<file path="src/rtl/seq_div16by8.sv">
// Sequential restoring divider: unsigned DVD_W-bit dividend / DVS_W-bit divisor -> quotient, remainder.
// Latency: out_valid rises DVD_W edges after the accepting edge; on the accepting edge itself when divisor is zero.
// Backpressure: in_ready is low outside IDLE; results are held in DONE until out_ready. DIV_SELFCHECK_EN adds a q*d+r==n check.
module seq_div16by8 #(
    parameter int DVD_W = 16,
    parameter int DVS_W = 8
) (
    input  logic             clk,
    input  logic             rst_n,
    input  logic             in_valid,
    output logic             in_ready,
    input  logic [DVD_W-1:0] dividend,
    input  logic [DVS_W-1:0] divisor,
    output logic             out_valid,
    input  logic             out_ready,
    output logic [DVD_W-1:0] quotient,
    output logic [DVS_W-1:0] remainder,
    output logic             div_zero,
    output logic             chk_err
);

    localparam int CNT_W = $clog2(DVD_W + 1);
    localparam logic [CNT_W-1:0] LAST = CNT_W'(DVD_W - 1);

    typedef enum logic [1:0] {IDLE, CALC, DONE} state_t;

    state_t           state, state_nxt;
    logic [DVD_W-1:0] dvd_sh;     // dividend, consumed MSB first by shifting left
    logic [DVS_W-1:0] dvs_q;
    logic [DVD_W-1:0] q_work;
    logic [DVS_W-1:0] rem_work;   // partial remainder, always < divisor between steps
    logic [CNT_W-1:0] cnt;

    logic             accept;
    logic             last_step;
    logic [DVS_W:0]   part;       // one extra bit so the shifted-in value never loses its carry
    logic             ge;
    logic [DVS_W-1:0] rem_nxt;
    logic [DVD_W-1:0] q_nxt;

    assign accept    = in_valid && in_ready;
    assign last_step = (state == CALC) && (cnt == LAST);

    // One restoring step: shift in the next dividend bit, subtract if it fits
    always_comb begin
        part    = {rem_work, dvd_sh[DVD_W-1]};
        ge      = (part >= {1'b0, dvs_q});
        // when ge holds the true difference is below the divisor, so DVS_W bits suffice
        rem_nxt = ge ? (part[DVS_W-1:0] - dvs_q) : part[DVS_W-1:0];
        q_nxt   = {q_work[DVD_W-2:0], ge};
    end

    // State register
    always_ff @(posedge clk or negedge rst_n) begin
        if (!rst_n) begin
            state <= IDLE;
        end else begin
            state <= state_nxt;
        end
    end

    // Next-state logic
    always_comb begin
        state_nxt = state;
        case (state)
            IDLE: begin
                if (accept) begin
                    state_nxt = (divisor == '0) ? DONE : CALC;
                end
            end
            CALC: begin
                if (cnt == LAST) begin
                    state_nxt = DONE;
                end
            end
            DONE: begin
                if (out_ready) begin
                    state_nxt = IDLE;
                end
            end
            default: state_nxt = IDLE;
        endcase
    end

    // Handshake flags registered from the next state; in_ready stays low until the first edge after reset
    always_ff @(posedge clk or negedge rst_n) begin
        if (!rst_n) begin
            in_ready  <= 1'b0;
            out_valid <= 1'b0;
        end else begin
            in_ready  <= (state_nxt == IDLE);
            out_valid <= (state_nxt == DONE);
        end
    end

    // Operand latch, iteration datapath and result registers
    always_ff @(posedge clk or negedge rst_n) begin
        if (!rst_n) begin
            dvd_sh    <= '0;
            dvs_q     <= '0;
            q_work    <= '0;
            rem_work  <= '0;
            cnt       <= '0;
            quotient  <= '0;
            remainder <= '0;
            div_zero  <= 1'b0;
        end else begin
            case (state)
                IDLE: begin
                    if (accept) begin
                        dvd_sh   <= dividend;
                        dvs_q    <= divisor;
                        q_work   <= '0;
                        rem_work <= '0;
                        cnt      <= '0;
                        if (divisor == '0) begin
                            quotient  <= '1;
                            remainder <= dividend[DVS_W-1:0];
                            div_zero  <= 1'b1;
                        end
                    end
                end
                CALC: begin
                    dvd_sh   <= dvd_sh << 1;
                    q_work   <= q_nxt;
                    rem_work <= rem_nxt;
                    cnt      <= cnt + CNT_W'(1);
                    // results only move on the final step, so no partial value is ever exposed
                    if (cnt == LAST) begin
                        quotient  <= q_nxt;
                        remainder <= rem_nxt;
                        div_zero  <= 1'b0;
                    end
                end
                default: begin
                end
            endcase
        end
    end

`ifdef DIV_SELFCHECK_EN
    localparam int PW = DVD_W + DVS_W;

    logic [DVD_W-1:0] dvd_orig;
    logic [PW-1:0]    recon;

    assign recon = PW'(q_nxt) * PW'(dvs_q) + PW'(rem_nxt);

    // Keep the untouched dividend for the reconstruction check
    always_ff @(posedge clk or negedge rst_n) begin
        if (!rst_n) begin
            dvd_orig <= '0;
        end else if (accept) begin
            dvd_orig <= dividend;
        end
    end

    // Flag a mismatch on entry to DONE; clear when the result is released
    always_ff @(posedge clk or negedge rst_n) begin
        if (!rst_n) begin
            chk_err <= 1'b0;
        end else if (last_step) begin
            chk_err <= (recon != PW'(dvd_orig));
        end else if ((state == DONE) && out_ready) begin
            chk_err <= 1'b0;
        end
    end
`else
    logic unused_last;
    assign unused_last = last_step;
    assign chk_err     = 1'b0;
`endif

endmodule
</file>
<file path="config.mk">
export PLATFORM = sky130hd
export DESIGN_NAME = seq_div16by8
export DESIGN_NICKNAME = d
export VERILOG_FILES = /design/src/rtl/seq_div16by8.sv
export SDC_FILE = /design/constraint.sdc
export NUM_CORES = 1
export LEC_CHECK = 0
export ABC_AREA = 1
export BUFFER_PORTS_ARGS = -buffer_cell sky130_fd_sc_hd__buf_2
export CAP_MARGIN = 30
export CORE_AREA = 2 2 103 105
export CTS_CLUSTER_SIZE = 12
export DETAILED_ROUTE_END_ITERATION = 6
export DIE_AREA = 0 0 105 107
export PLACE_DENSITY = 0.67
export SLEW_MARGIN = 25
export SYNTH_ARGS = -nofsm -noshare
export SYNTH_HDL_FRONTEND = slang
export SYNTH_SLANG_ARGS = --single-unit
</file>
<file path="constraint.sdc">
create_clock -name clk -period 1.8 [get_ports clk]
set_clock_uncertainty 0.15 [all_clocks]
set_input_delay 0.09 -clock clk [delete_from_list [all_inputs] [get_ports clk]]
set_output_delay 0.09 -clock clk [all_outputs]
set_load 0.01 [all_outputs]
</file>
* Yosys cells after proc, flatten, opt, wreduce, memory -nomap -nowiden
Index checks and enable logic that the tools add are counted.
** Storage, ports and cells
- Register bits :: 81
- Input port bits :: 28
- Output and inout bits :: 28
- Logic and storage cells :: 55
** Cells by class
- Add/sub/neg operators :: 2
- Order comparisons :: 1
- Equality and inequality tests :: 7
- Mux-type cells :: 26
- Reduce and logical (&&, ||, !) cells :: 8
** Operators with widths (number)
- two-way mux 16 bit :: 4
- one-hot mux 16 bit (2 select lines) :: 2
- two-way mux 8 bit :: 5
- one-hot mux 8 bit (2 select lines) :: 2
- one-hot mux 15 bit (2 select lines) :: 1
- two-way mux 15 bit :: 1
- one-hot mux 5 bit (2 select lines) :: 1
- >= comparator 9 x 8 -> 1 bit :: 1
- logical NOT 8 bit :: 1
- two-way mux 2 bit :: 4
- subtractor 8 bit :: 1
- one-hot mux 2 bit (3 select lines) :: 1
- adder 5 x 1 -> 5 bit, second input constant :: 1
- == test 5 x 4 -> 1 bit, second input constant :: 1
- two-way mux 5 bit :: 1
- == test 2 bit, second input constant :: 2
- logical NOT 2 bit :: 2
- inequality test 2 bit, second input constant :: 2
- AND reduction 2 bit :: 2
- AND reduction 4 bit :: 1
- two-way mux 1 bit :: 3
- == test 2 x 1 -> 1 bit, second input constant :: 1
- inequality test 2 x 1 -> 1 bit, second input constant :: 1
- one-hot mux 1 bit (2 select lines) :: 1
- 2 further kinds :: 2

* Depth between registers and ports, before layout
Gate-level depths: netlist of the first run.
- Word-level depth :: 5
- Gate-level depth with buffers :: 13
- Depth with buffers taken out :: 13

* Worst setup path before layout of the first run
Ideal clock, no wire load.
- Path kind :: register to register
- From :: register dvd_sh[15]
- To :: register remainder[4]
- Arrival :: 1591 ps
- Data required time :: 1587 ps
- Path slack :: -3 ps
- Cell stages (with the launch flop) :: 12
- Buffers on the path :: 0
- Clock period less this slack :: 1803 ps
- Cells stage by stage :: dfrtp_1 -> inv_1 -> ha_1 -> fa_1 -> inv_1 -> nand3_1 -> nand3_1 -> xor2_1 -> nand3_1 -> nand3_1 -> nand2_1 -> inv_1
** On the way
- Cells in the longest elaborated chain, start to end :: 4
- Elaborated cells between the ends (all ways) :: 5
- Classes of those cells :: add/sub (1); order compare (1); mux (3)
** RTL lines
- from (decl) :: RTL line 28 : logic [DVD_W-1:0] dvd_sh;
- from (signal assigned) :: RTL line 111 : dvd_sh <= dividend;
- from (signal assigned) :: RTL line 124 : dvd_sh <= dvd_sh << 1;
- subtractor 8 bit / >= comparator 9 x 8 -> 1 bit (equally long branches) :: RTL line 49, 47
- two-way mux 8 bit (*) :: RTL line 49 : rem_nxt = ge ? (part[DVS_W-1:0] - dvs_q) : part[DVS_W-1:0];
- two-way mux 8 bit (*) :: RTL line 129 : if (cnt == LAST) begin
- one-hot mux 8 bit (2 select lines) (*) :: RTL line 108 : case (state)
- to (signal assigned) :: RTL line 118 : remainder <= dividend[DVS_W-1:0];
- to (signal assigned) :: RTL line 131 : remainder <= rem_nxt;
- to (decl) :: RTL line 17 : output logic [DVS_W-1:0] remainder,
Every way passes the cells marked *; elsewhere a longest branch is shown, timed or not. The select of a mux whose other input is x is not followed.
A chain may end at the register's enable or synchronous reset.

* Worst setup path after layout of the first run
- From :: register cnt[0]
- To :: register remainder[4]
** On the way
- Cells in the longest elaborated chain, start to end :: 3
** RTL lines
- from (decl) :: RTL line 32 : logic [CNT_W-1:0] cnt;
- from (signal assigned) :: RTL line 127 : cnt <= cnt + CNT_W'(1);
- == test 5 x 4 -> 1 bit :: RTL line 129
- inequality test 2 x 1 -> 1 bit (no source line)
- AND reduction 4 bit (no source line)
No other way between the ends.

==> impl_metrics.tcl, run 1 <==
set metrics [dict create \
    cp-start-kind "flop" \
    rsz0062_at_grt "yes" \
    clk_pin_slew_ns 0.09 \
    regArea_um2 2030 \
    core_area_um2 10100 \
    grt_max_degree 59 \
    drv_slew 0 \
    drc 0 \
    hold_class "in -> async" \
    wl_per_cell_um 14.7 \
    pwr_density_cell_nw_per_um2 1570 \
    synth-adder-area-share_pct 3.70 \
    place_congestion 0.847 \
    routed_wl_mm 11.1 \
    dpl.hpwl_mm 6.67 \
    synth.avg_cell_area_um2 8.37 \
    report.final.setup_viol 36 \
    crit_path_start "cnt[0]$_DFFE_PN0P_" \
    ys_seq_elements 81 \
    violations "setup timing" \
    io_pins 56 \
    wl_met2_mm 5.78 \
    cts_max_level 3 \
    min_period_ns 2.00 \
    crit_path_end_kind "flop" \
    crit_fanout 11 \
    met1_length_mm 4.42 \
    synth_top_family_by_area "simple AND/OR/NAND/NOR gates" \
    ys_types 32 \
    worstSkewPairLatency_ns 0.36 \
    dr_wl_met3_um 567 \
    grt_overflow_total 0 \
    maxSlewHeadroom_pct 63.6 \
    die_h_um 107 \
    synthMuxAreaShare_pct 0 \
    antenna_found_initial 0 \
    postRouteAntennaNets 0 \
    rr_worst_depth 13 \
    syn_nets 508 \
    cts-root-buf "clkbuf_8" \
    drt-initial-drc-count 271 \
    rrSetupSlack_ns -0.20 \
    num_antenna_cells 0 \
    worst-setup-path-type "reg -> reg" \
    multi_input_area_um2 1950 \
    timing.rr.start "cnt[0]$_DFFE_PN0P_" \
    tightest_slew_ns 0.546 \
    timing.final.ws_setup_ns -0.204 \
    synth_area_um2 3930 \
    die_x_um 105 \
    dr_total_vias 3816 \
    synth-edff-count 0 \
    pre_cts_ws_ns -0.231 \
    first_pass_iters 5 \
    maxCapViolCount 0 \
    finalNonFillerCells 753 \
    vias_per_cell 5.07 \
    finalCritPeriodShare_pct 111 \
    clock_sinks 81 \
    cts_made_buffers 9 \
    status "complete, but fails checks" \
    max_freq_mhz 499 \
    grt_usage_pct 19.1 \
    fin_nets 651 \
    timing.critical_path.to "remainder[4]$_DFFE_PN0P_" \
    top_layer_used "met4" \
    cts.path.max_buffers 2 \
    yosys.area.top_type "dfrtp_1" \
    port_buffers 54 \
    ir_worst_vdd_v 0.00138 \
    arrival_ns 2.12 \
    start_util_pct 38.9 \
    worstReg2RegEnd "remainder[4]$_DFFE_PN0P_" \
    ys_warn_count 0 \
    synthCells 469 \
    area_delta_synth_final_pct 49.7 \
    placed_cells 689 \
    design.die.area_um2 11200 \
    synth_top_cell_area_share_pct 51.6 \
    crit_required_ns 1.91 \
    power_leakage_nw 2.74 \
    grt_pass1_vias 3699 \
    grt_first_pass_wirelength_mm 17.0 \
    synthTopCellsByArea "dfrtp_1, nand2_1, inv_1" \
    synth_flop_cell "dfrtp_1" \
    hold_violations 0 \
    synthSimpleGateAreaFrac_pct 24.0 \
    synth-compound-area-share_pct 9.82 \
    async_flop_share_pct 100 \
    drive_gt1_share_pct 39.9 \
    fillers 870 \
    synthXorXnorAreaFrac_pct 0.669 \
    cts_tree "built" \
    row_count 37 \
    seq_area_frac_synth_pct 51.6 \
]
## flip-flops by register name, indices dropped and copies added (netlist names)
name and cells:
dvd_sh 16, out_valid 1, in_ready 1, state 2
quotient 16, rem_work 8, q_work 15, div_zero 1
dvs_q 8, remainder 8, cnt 5
## worst min-delay path by stage
stage                     start                      end  slack [ns]
finish                    rst_n  quotient[2]$_DFFE_PN0P_         0.1
global route         divisor[5]       state[0]$_DFF_PN0_        0.12
CTS                 dividend[1]    dvd_sh[1]$_DFFE_PN0P_        0.06
detailed placement        rst_n  quotient[3]$_DFFE_PN0P_       -0.04
global placement          rst_n  quotient[1]$_DFFE_PN0P_       -0.04
floorplan                 rst_n       cnt[0]$_DFFE_PN0P_       -0.36
## cells in the final DEF, fill, tap and decap left out, types with 2 or more instances in the layout
| master | n |
|---|---|
| a31oi_1 | 13 |
| buf_6 | 9 |
| nand3_2 | 9 |
| a21oi_4 | 2 |
| buf_16 | 2 |
| nand2_2 | 18 |
| clkinvlp_4 | 4 |
| nand2_4 | 5 |
| inv_1 | 57 |
| nand3_1 | 29 |
| buf_4 | 52 |
| nand4_1 | 12 |
| nor2_4 | 7 |
| nor2_2 | 20 |
| ha_4 | 8 |
| clkbuf_8 | 10 |
| o22ai_1 | 15 |
| o211ai_1 | 3 |
| o21ai_1 | 2 |
| inv_4 | 3 |
| nand2_1 | 80 |
| dlygate4sd3_1 | 25 |
| nand3_4 | 3 |
| o21ai_0 | 11 |
| buf_8 | 2 |
| inv_2 | 16 |
| a22oi_1 | 7 |
| buf_2 | 53 |
| buf_12 | 6 |
| inv_6 | 2 |
| dfrtp_1 | 80 |
| a21oi_2 | 2 |
| or2_1 | 8 |
| a21oi_1 | 4 |
| ha_2 | 2 |
| nor2_1 | 20 |
## cell type report
cell class	count	area share, %
well taps	136	2.89
repair buffers	149	20.6
inverters	77	5.11
flip-flops and latches	81	34.5
clock buffers	10	2.34
clock inverters	6	1.26
repair inverters	1	0.128
multi-input cells	293	33.1
## through the flow
step / total power, mW / hold WS [ns] / TNS, ns / instance area [µm²] / utilization, %
finish: 9.24 / 0.0951 / -3.18 / 5880 / 58.2
global route: 9.86 / 0.120 / -6.47 / 5880 / 58.2
CTS: 8.25 / 0.0613 / -2.67 / 5530 / 54.7
detailed placement: 6.29 / -0.0391 / -4.09 / 4700 / 46.6
global placement: 6.17 / -0.0444 / -3.60 / 4700 / 46.6
floorplan: 4.83 / -0.356 / 0 / 3940 / -
## where the power goes
| group | switching [mW] | internal, mW |
|---|---|---|
| Combinational | 2.89 | 2.32 |
| Sequential | 0.305 | 2.29 |
| Clock | 0.736 | 0.699 |
| Total | 3.93 | 5.31 |
## cell families after synthesis
| family | Yosys count |
|---|---|
| and+or+nand+nor | 214 |
| buffers and inverters | 96 |
| DFF | 81 |
| AOI/OAI and AO/OA | 63 |
| adders and majority gates | 11 |
| xor gates and xnor gates | 3 |
| other | 1 |
## synthesized netlist by cell type, types with 5 or more instances
| master | count |
|---|---|
| buf_2 | 10 |
| inv_2 | 5 |
| nand4_1 | 12 |
| nor2_1 | 45 |
| inv_1 | 72 |
| o21ai_0 | 12 |
| a22oi_1 | 7 |
| or2_1 | 8 |
| ha_1 | 10 |
| dfrtp_1 | 81 |
| nand3_1 | 40 |
| o22ai_1 | 15 |
| nand2_1 | 101 |
| a31oi_1 | 15 |
| a21oi_1 | 8 |
## worst max-delay path, stage by stage (launching register included)
cell and delay [ns]:
dfrtp_1 0.40, ha_2 0.20, nand2_2 0.07, nor2_2 0.04
ha_2 0.17, inv_2 0.05, nor2_2 0.03, inv_2 0.10
nand2_8 0.10, buf_12 0.15, buf_16 0.14, or2_1 0.20
nand2_1 0.07, inv_1 0.04
## timing repair
action                                 CTS  global route
setup endpoints to repair               35            37
pin swaps                               20            46
setup buffers                           10             9
hold buffers                            25             0
gates cloned                             4             1
endpoints found under the hold margin   90             0
gates resized for setup                 37            92
## routing by layer
layer | track usage, % | up-vias
met1 | 22.7 | 1841
li1 | - | 1808
met2 | 34.6 | 131
met4 | 6.67 | 0
met3 | 3.65 | 36
met5 | 0 | -
(Power assumes the default switching activity.)
==> inputs of run 2 (changes only) <==
ABC_AREA = default   (was 1)
CORE_AREA = 2 2 102 104   (was 2 2 103 105)
DIE_AREA = 0 0 104 106   (was 0 0 105 107)
SLEW_MARGIN = 20   (was 25)
==> run 2 against run 1 <==
  * The run still ends with setup timing left
  * Final area is 2.1% higher
  * Via count down 4.2%
  * Synthesized cell count fell by 8.3%
  * Final cell count down 5.0%
  * Global-route usage increased by 0.67 points
  * Sequential power increased by 23%
  * Critical endpoint unchanged
  * Largest cell class is now multi-input gates
  * Largest power group unchanged
  * Highest routed layer unchanged
==> impl_metrics.tcl, run 2 <==
set metrics [dict create \
    grt_pass1_vias 3638 \
    rrSetupSlack_ns -0.36 \
    rr_worst_depth 9 \
    synth_top_cell_area_share_pct 52.5 \
    ir_worst_vdd_v 0.000743 \
    dpl.hpwl_mm 6.52 \
    fillers 814 \
    report.final.setup_viol 35 \
    finalCritPeriodShare_pct 120 \
    max_stage_delay_ns 0.36 \
    drt-initial-drc-count 271 \
    grt_usage_pct 19.8 \
    timing.rr.start "dvd_sh[15]$_DFFE_PN0P_" \
    max_freq_mhz 464 \
    drive_gt1_share_pct 42.3 \
    crit_path_end_kind "flop" \
    reg_top3 "dvd_sh x16, quotient x16, q_work x15" \
    min_period_ns 2.16 \
    final_common_cell "nand2_1" \
    vias_per_cell 5.11 \
    worst-setup-path-type "reg -> reg" \
    cp-start-kind "flop" \
    synthCells 430 \
    row_count 37 \
    first_pass_iters 5 \
    worstSkewPairLatency_ns 0.37 \
    worstReg2RegEnd "remainder[4]$_DFFE_PN0P_" \
    ys_seq_elements 81 \
    synth.avg_cell_area_um2 8.97 \
    ys_types 44 \
    violations "setup timing" \
    io_pins 56 \
    grt_overflow_total 0 \
    async_flop_share_pct 100 \
    synth_flop_cell "dfrtp_1" \
    fin_nets 613 \
    die_x_um 104 \
    seq_area_frac_synth_pct 52.5 \
    hold_class "in -> async" \
    clk_pin_slew_ns 0.09 \
    finalSetupTns_ns -6.01 \
    place_congestion 0.829 \
    die_h_um 106 \
    arrival_ns 2.32 \
    synth_area_um2 3860 \
    dr_total_vias 3656 \
    synthTopCellsByArea "dfrtp_1, nand2_1, nor2_1" \
    synth_commonest_cells "nand2_1, dfrtp_1, nor2_1, nand3_1, o21ai_0" \
    timing.final.ws_setup_ns -0.356 \
    hold_violations 0 \
    drc 0 \
    area_delta_synth_final_pct 55.5 \
    grt_first_pass_wirelength_mm 17.6 \
    mostFrequentLayoutCells "nand2_1, dfrtp_1, buf_4, buf_2, nor2_1" \
    pwr_density_cell_nw_per_um2 1870 \
    cts-root-buf "clkbuf_8" \
    fin_area_um2 6000 \
    place_area_um2 4780 \
    design.die.area_um2 11000 \
    routed_wl_mm 10.7 \
    synth.most_common_cell "nand2_1" \
    num_antenna_cells 0 \
    drv_slew 0 \
    rsz0062_at_grt "yes" \
    power_leakage_nw 2.72 \
    syn_nets 469 \
    synth-edff-count 0 \
    regArea_um2 2030 \
    cp_cell_sequence "inv_1 -> ha_2 -> fa_2 -> nand2b_4 -> a21oi_2 -> nor2_1 -> or3_1 -> mux2i_1 -> o22a_1" \
    maxCapViolCount 0 \
    core_area_um2 10000 \
    port_buffers 54 \
    cts_max_level 3 \
    start_util_pct 38.6 \
    postRouteAntennaNets 0 \
    grt_max_degree 43 \
    yosys.area.top_type "dfrtp_1" \
    status "complete, but fails checks" \
    multi_input_area_um2 2250 \
    crit_slowest_cell "dfrtp_1" \
    ys_warn_count 0 \
    cts_tree "built" \
    crit_fanout 3 \
    wl_per_cell_um 14.9 \
    cts_made_buffers 9 \
    antenna_found_initial 0 \
    crit_required_ns 1.96 \
    clock_sinks 81 \
    cts.path.max_buffers 2 \
]
[run 2: worst max-delay path by stage]
stage                                 from                        to  slack (ns)  cells after the start
CTS                 dvd_sh[15]$_DFFE_PN0P_  remainder[6]$_DFFE_PN0P_       -0.29                      9
detailed placement  dvd_sh[15]$_DFFE_PN0P_   rem_work[6]$_DFFE_PN0P_       -0.33                      9
global placement    dvd_sh[15]$_DFFE_PN0P_  remainder[6]$_DFFE_PN0P_       -0.24                      9
global route        dvd_sh[15]$_DFFE_PN0P_  remainder[4]$_DFFE_PN0P_       -0.45                      9
finish              dvd_sh[15]$_DFFE_PN0P_  remainder[4]$_DFFE_PN0P_       -0.36                      9
floorplan           dvd_sh[15]$_DFFE_PN0P_   rem_work[6]$_DFFE_PN0P_       -0.21                      9
[run 2: cell type report]
type                       instances  area share [%]
multi-input combinational        313            37.5
clock inverter                     7            2.09
tap                              136            2.84
clock buffer                       9            2.06
timing repair buffer             159            21.1
inverter                          10           0.626
sequential                        81            33.8
[run 2: what timing repair did]
| item | in CTS | in global routing |
|---|---|---|
| buffers inserted | 13 | 10 |
| resized for setup | 55 | 58 |
| hold buffers | 26 | 0 |
| endpoints found under the hold margin | 113 | 0 |
| endpoints found under the setup margin | 33 | 37 |
| gates cloned | 2 | 1 |
| pin swaps | 26 | 33 |
[run 2: where the power goes]
part / internal [mW] / total (mW) / switching (mW) / leakage (nW)
Clock: 0.936 / 1.66 / 0.726 / 0.124
Combinational: 3.18 / 6.37 / 3.18 / 1.65
Sequential: 2.60 / 3.21 / 0.616 / 0.946
Total: 6.72 / 11.2 / 4.52 / 2.72
[run 2: kinds of logic (layout without fill, tap and decap cells)]
group | count (synthesis) | after routing | share of synthesized area [%]
buffers and inverters | 36 | 185 | 4.22
flip-flops | 81 | 81 | 52.5
multiplexers | 5 | 5 | 1.30
AO/OA/AOI/OAI | 75 | 75 | 11.8
AND/OR/NAND/NOR | 218 | 218 | 25.6
other | 1 | 1 | 0.0972
adder cells (fa/ha/maj) | 11 | 11 | 3.76
XOR/XNOR | 3 | 3 | 0.681
[run 2: layer usage]
layer	part of all wire (%)	track usage, %
met1	45	26.3
met2	49	32.2
met3	4.2	3.07
met4	2.6	8.69
met5	0	0
[run 2: metrics by stage]
stage               setup WS (ns)  util, %  hold slack, ns  power [mW]  std cells
finish                     -0.356     60.0          0.0450        11.2        715
global route               -0.447     60.0          0.0819        12.0        715
CTS                        -0.287     57.3          0.0514        10.4        708
detailed placement         -0.325     47.8         -0.0983        7.77        651
global placement           -0.245     47.8          -0.102        7.60        651
floorplan                  -0.209        -          -0.356        6.13        430
[run 2: critical path: cells and delay by family (launching register included)]
kind                       cells  cell delay, ns
adders and majority gates      2            0.54
and+or+nand+nor                3            0.53
DFF                            1            0.36
AOI/OAI and AO/OA              2            0.29
muxes                          1            0.20
buffers and inverters          1            0.06
